**src/rtl/w_clk_ctrl_prog.sv**
```systemverilog
// Write-domain control for the asynchronous FIFO.
// Produces the Gray write pointer and binary RAM address, and brings the read
// pointer across through a flop chain. Also keeps a registered fill level, a
// programmable almost-full flag and a sticky overflow flag.
module w_clk_ctrl_prog #(
    parameter int ADDRESS_SIZE = 4,
    parameter int SYNC_STAGES  = 2
) (
    input  logic                    w_clk,
    input  logic                    wrst_n,
    input  logic                    w_en,
    input  logic [ADDRESS_SIZE:0]   r_ptr,
    input  logic [ADDRESS_SIZE:0]   w_afull_thresh,
    input  logic                    w_ovf_clr,
    output logic                    w_accept,
    output logic [ADDRESS_SIZE:0]   w_ptr,
    output logic [ADDRESS_SIZE-1:0] w_addr,
    output logic                    w_full,
    output logic                    w_almost_full,
    output logic [ADDRESS_SIZE:0]   w_level,
    output logic                    w_overflow
);

    localparam int A = ADDRESS_SIZE;
    localparam int W = ADDRESS_SIZE + 1;
    localparam logic [W-1:0] DEPTH = {1'b1, {A{1'b0}}};

    logic [W-1:0] w_bin_q,   w_bin_d;
    logic [W-1:0] w_ptr_q,   w_ptr_d;
    logic [A-1:0] w_addr_q,  w_addr_d;
    logic         w_full_q,  w_full_d;
    logic         w_afull_q, w_afull_d;
    logic [W-1:0] w_level_q, w_level_d;
    logic         w_ovf_q,   w_ovf_d;
    logic [W-1:0] sync_q [SYNC_STAGES];
    logic [W-1:0] sync_d [SYNC_STAGES];

    logic [W-1:0] w_bnext;
    logic [W-1:0] w_gnext;
    logic [W-1:0] wq_rptr;
    logic [W-1:0] wq_rbin;
    logic [W-1:0] thr;
    logic [W-1:0] full_pattern;

    // Next-state logic: pointer advance, Gray conversion, level and flags.
    // The full test compares against the synchronised read pointer with its
    // top two Gray bits inverted, which means "exactly one lap ahead".
    always_comb begin
        w_accept = w_en & ~w_full_q;
        w_bnext  = w_bin_q + {{A{1'b0}}, w_accept};
        w_gnext  = w_bnext ^ (w_bnext >> 1);

        wq_rptr = sync_q[SYNC_STAGES-1];
        wq_rbin = '0;
        for (int i = 0; i < W; i++) begin
            wq_rbin[i] = ^(wq_rptr >> i);
        end

        thr          = (w_afull_thresh > DEPTH) ? DEPTH : w_afull_thresh;
        full_pattern = {~wq_rptr[A:A-1], wq_rptr[A-2:0]};

        w_bin_d   = w_bnext;
        w_ptr_d   = w_gnext;
        w_addr_d  = w_bnext[A-1:0];
        w_full_d  = (w_gnext == full_pattern);
        w_level_d = w_bnext - wq_rbin;
        w_afull_d = (w_level_d >= thr);
        w_ovf_d   = (w_en & w_full_q) | (w_ovf_q & ~w_ovf_clr);

        sync_d[0] = r_ptr;
        for (int i = 1; i < SYNC_STAGES; i++) begin
            sync_d[i] = sync_q[i-1];
        end
    end

    // All state, including the read-pointer synchroniser, clears on reset.
    always_ff @(posedge w_clk or negedge wrst_n) begin
        if (!wrst_n) begin
            w_bin_q   <= '0;
            w_ptr_q   <= '0;
            w_addr_q  <= '0;
            w_full_q  <= 1'b0;
            w_afull_q <= 1'b0;
            w_level_q <= '0;
            w_ovf_q   <= 1'b0;
            for (int i = 0; i < SYNC_STAGES; i++) begin
                sync_q[i] <= '0;
            end
        end else begin
            w_bin_q   <= w_bin_d;
            w_ptr_q   <= w_ptr_d;
            w_addr_q  <= w_addr_d;
            w_full_q  <= w_full_d;
            w_afull_q <= w_afull_d;
            w_level_q <= w_level_d;
            w_ovf_q   <= w_ovf_d;
            for (int i = 0; i < SYNC_STAGES; i++) begin
                sync_q[i] <= sync_d[i];
            end
        end
    end

    assign w_ptr         = w_ptr_q;
    assign w_addr        = w_addr_q;
    assign w_full        = w_full_q;
    assign w_almost_full = w_afull_q;
    assign w_level       = w_level_q;
    assign w_overflow    = w_ovf_q;

endmodule

```
**config.mk**
```make
export PLATFORM = sky130hd
export DESIGN_NAME = w_clk_ctrl_prog
export DESIGN_NICKNAME = d
export VERILOG_FILES = /design/src/rtl/w_clk_ctrl_prog.sv
export SDC_FILE = /design/constraint.sdc
export NUM_CORES = 1
export LEC_CHECK = 0
export CORE_MARGIN = 5
export CORE_UTILIZATION = 45
export CTS_BUF_LIST = sky130_fd_sc_hd__clkbuf_4 sky130_fd_sc_hd__clkbuf_8
export CTS_CLUSTER_DIAMETER = 30
export DETAILED_ROUTE_END_ITERATION = 8
export PLACE_DENSITY = 0.81
export SLEW_MARGIN = 20
export SYNTH_ARGS = -nofsm -noshare
export SYNTH_HDL_FRONTEND = slang
export SYNTH_SLANG_ARGS = --single-unit
```
**constraint.sdc**
```tcl
create_clock -name w_clk -period 3.35 [get_ports w_clk]
set_input_delay 0.5025 -clock w_clk [delete_from_list [all_inputs] [get_ports w_clk]]
set_output_delay 0.5025 -clock w_clk [all_outputs]
set_load 0.02 [all_outputs]
```
# == After elaboration in Yosys (flattened, before gate mapping) ==
# Cells that the tools add are included.
# totals
regBits,32
output_inout_bits,18
wordCells,28
# op_classes
addsub,2
order_cmp,2
n_eq_ne,1
mux,1
bitwise,8
n_reduce_logical,5
# op_table
operator,count
$reduce_xor A5 Y1,5
$add A5 B1 Y5,1
$eq A5 B5 Y1,1
$ge A5 B5 Y1,1
$gt A5 B5 Y1 const B,1
$mux W5,1
$sub A5 B5 Y5,1
$xor A5 B4 Y5,1
$and A1 B1 Y1,3
$not A1 Y1,2
$not A2 Y2,1
$or A1 B1 Y1,1

# == Logic depth before layout (Yosys ltp) ==
# depth
word_depth,5
ltp_mapped,12
mapped_depth_nobuf,12

# == Least setup slack after synthesis ==
# No wires, ideal clock.
# synth_path
kind,reg2reg
from,reg sync_q (netlist bit wq_rptr[3])
to,reg w_afull_q (netlist: w_almost_full)
setup_time_ps,118
arrival_time_ps,2852
setup_slack_ps,380
stages_incl_launch_ff,13
n_path_buf,0
period_less_slack_ps,2970
path_cell_list,dfrtp_1 xnor2_2 xor2_2 xor2_1 xnor2_1 ha_1 inv_1 fa_1 ha_1 a21o_1 a21o_1 a21o_1 a21o_1
# synth_via
elab_chain_len,3
# synth_rtl
element,line_no,text
"start, declared",35,logic [W-1:0] sync_q [SYNC_STAGES];
"start signal, assigned by index",98,sync_q[i] <= sync_d[i];
$reduce_xor A5 Y1,56,wq_rbin[i] = ^(wq_rptr >> i);
$sub A5 B5 Y5 (*),66,w_level_d = w_bnext - wq_rbin;
net w_level_d[1],33,"logic [W-1:0] w_level_q, w_level_d;"
$ge A5 B5 Y1 (*),67,w_afull_d = (w_level_d >= thr);
net w_afull_d,32,"logic w_afull_q, w_afull_d;"
"end signal, assigned",94,w_afull_q <= w_afull_d;
"end, declared",32,
# The timed path passes the listed nets; every way through them passes the cells marked *.

# == Final worst setup path ==
# Same ends and word-level chain as after synthesis.

==> results.cfg <==
[synth]
ys_seq_area_share_pct = 50.4
synth_nets = 129
avgSynthCellArea_um2 = 12.8
synth_cells = 105
synth_seq_cells = 27
ys_types = 33
yosys_warnings = 0
netlist_area_um2 = 1340

[sta]
worst_hold_slack_ns = 0.366
finalSetupTns_ns = 0
slew_headroom_pct = 71.2
max_slew.worst_pin.slew_ns = 0.432
fin_crit_sh_pct = 89.6
rsz0062_at_grt = no
period_needed_ns = 3.00
hold_violations = 0
max_freq_mhz = 333
fin_skew_ns = 0.00713
setup_violations = 0
drv_slew = 0

[cells_and_area]
final_common_cell = clkdlybuf4s50_1
drive_above_1_share_pct = 10.2
n_antenna_cell = 0
design_area_um2 = 1710
num-nets-final = 162
seqCellArea_um2 = 676
multi_input_area_um2 = 602
final_cell_mix = clkdlybuf4s50_1, dfrtp_1, xnor2_1
syn_to_final_growth_pct = 27.1
fillers = 240

[critical_path]
crit_type = register to register
cp_common_cell = a21o_1
path_max_fanout = 3
cp_cell_sequence = xnor2_2 -> xor2_2 -> xor2_1 -> xnor2_1 -> ha_1 -> inv_1 -> fa_1 -> ha_1 -> a21o_1 -> a21o_1 -> a21o_1 -> a21o_1
critical_path_required_ns = 3.59
crit_path_start_kind = register
cpMaxStageDelayCell = fa_1
max_stage_delay_ns = 0.46
cp_num_buf_inv = 1
reg2reg_slack_ns = 0.35
path_delay_family = adder cells
endpoint_kind = register
cp_data_arrival_time_ns = 3.24

[route]
viasPerCell = 4.91
dr.pass1.iters = 4
ant_nets = 0
routed_wirelength_mm = 2.24
wl_per_cell_um = 13.3
drtIter0Drc = 13
drcViolationCount = 0
vias = 825

[floorplan]
fp.dieArea_um2 = 4170
io-pin-count = 32
die_h_um = 64.6
dieWidth_um = 64.6
core_area_um2 = 2810
start_util_pct = 47.8
rows = 19

[placement]
gp_congestion = 0.776
dpl.hpwl_mm = 1.74
place_area_um2 = 1680
numPortBuffers = 31

[clocking]
cts_resized = 0
numCtsBuffers = 3
clk_pin_slew_ns = 0.15
cts_sinks = 27
clock_latency_ns = 0.33
cts-root-buf = clkbuf_4
cts.htree.levels = 1
cts_tree = done
ctsLongestPathBuffers = 2
postCtsSetupBuffers = 0
hold_buffers = 0

[global_routing]
grt_pass1_vias = 887
gr-usage-all-layers_pct = 12.3
grt_pass1_wl_mm = 3.98
antenna_found_initial = 0
grt-ovfl-total = 0
grt_max_degree = 28

[power]
vdd_drop_max_mv = 0.603
powerDensity_nw_per_um2 = 1050
p_leak_nw = 0.763

[outcome]
status = finished, final reports clean

[hold_path]
hold_class = register to register

[job]
cap_violations = 0
[cell usage after synthesis]
master / n / share of area, %
a211oi_2: 1 / 0.93
a21o_1: 5 / 2.8
a21oi_1: 2 / 0.75
a21oi_2: 1 / 0.65
a221oi_1: 1 / 0.65
a31oi_1: 1 / 0.47
and3b_1: 1 / 0.65
buf_1: 1 / 0.28
buf_2: 3 / 1.1
buf_6: 1 / 0.84
clkbuf_4: 2 / 1.1
dfrtp_1: 27 / 50
fa_1: 1 / 1.5
ha_1: 9 / 8.4
inv_1: 5 / 1.4
mux2_2: 1 / 0.84
mux2i_1: 1 / 0.75
nand2_1: 6 / 1.7
nand2b_1: 2 / 0.93
nand3_1: 1 / 0.37
nand3b_1: 2 / 1.1
nand4_1: 1 / 0.47
nand4b_1: 1 / 0.65
nor2_1: 2 / 0.56
nor2b_1: 2 / 0.93
o21ai_0: 2 / 0.75
o21ai_1: 1 / 0.37
xnor2_1: 13 / 8.5
xnor2_2: 1 / 1.2
xnor3_1: 2 / 3.4
xnor3_2: 1 / 1.8
xor2_1: 4 / 2.6
xor2_2: 1 / 1.2
[per-stage QoR]
| step | cells | total power [W] | worst slack, ns | util (%) |
|---|---|---|---|---|
| 3_3_place_gp | 164 | 0.00162 | 0.122 | 59.7 |
| 2_1_floorplan | 105 | 0.00131 | 0.380 | - |
| 6_report | 168 | 0.00178 | 0.349 | 60.8 |
| 4_1_cts | 168 | 0.00181 | 0.327 | 60.8 |
| 5_1_grt | 168 | 0.00195 | 0.125 | 60.8 |
| 3_5_place_dp | 164 | 0.00166 | 0.0956 | 59.7 |
[worst reg2reg max path, cell delays in order (launching register included)]
cell,delay (ns)
dfrtp_1,0.43
xnor2_2,0.24
xor2_2,0.24
xor2_1,0.24
xnor2_1,0.14
ha_1,0.16
inv_1,0.06
fa_1,0.46
ha_1,0.30
a21o_1,0.15
a21o_1,0.17
a21o_1,0.17
a21o_1,0.17
[layout make-up]
type | instances | share of cell area (%)
Clock buffer | 3 | 1.32
Clock inverter | 1 | 0.440
Inverter | 5 | 1.10
Multi-Input combinational cell | 66 | 35.3
Sequential cell | 27 | 39.6
Tap cell | 31 | 2.27
Timing Repair Buffer | 35 | 20.0
[logic make-up after synthesis]
kind of cell    share of synthesized area, %
flops                                   50.4
xor+xnor                                18.7
simple gates                            7.37
compound gates                          7.37
buf+inv                                 4.76
fa+ha+maj                               9.89
mux                                     1.59
[routing by layer]
layer  GRT usage (%)  vias up  wire (um)
li1                -      407          -
met1            13.6      396        930
met2            22.7       18       1170
met3            2.76        4        101
met4            4.75        0         37
met5               0        -          0
[flip-flops by register name (all words and copies together) (netlist names)]
signal and count:
w_ptr 4, w_almost_full 1, w_bin_q 5, w_full 1
w_level 5, w_overflow 1, sync_d 5, wq_rptr 5
[worst paths after layout]
| check | start | endpoint | cells after the start |
|---|---|---|---|
| max | wq_rptr[3]$_DFF_PN0_ | w_almost_full$_DFF_PN0_ | 12 |
| max reg2reg | wq_rptr[3]$_DFF_PN0_ | w_almost_full$_DFF_PN0_ | 12 |
| max in group asynchronous | wrst_n | sync_d[3]$_DFF_PN0_ | 2 |
| min reg2reg | sync_d[4]$_DFF_PN0_ | wq_rptr[4]$_DFF_PN0_ | 0 |
| min in group asynchronous | wrst_n | w_bin_q[0]$_DFF_PN0_ | 2 |
| min | sync_d[4]$_DFF_PN0_ | wq_rptr[4]$_DFF_PN0_ | 0 |
[power by group]
part	internal (W)	switching (W)	total [W]
Sequential	0.000445	0.000107	0.000552
Clock	0.0000457	0.0000960	0.000142
Combinational	0.000577	0.000513	0.00109
Total	0.00107	0.000716	0.00178
No activity file was read; power rests on OpenSTA's default activity.
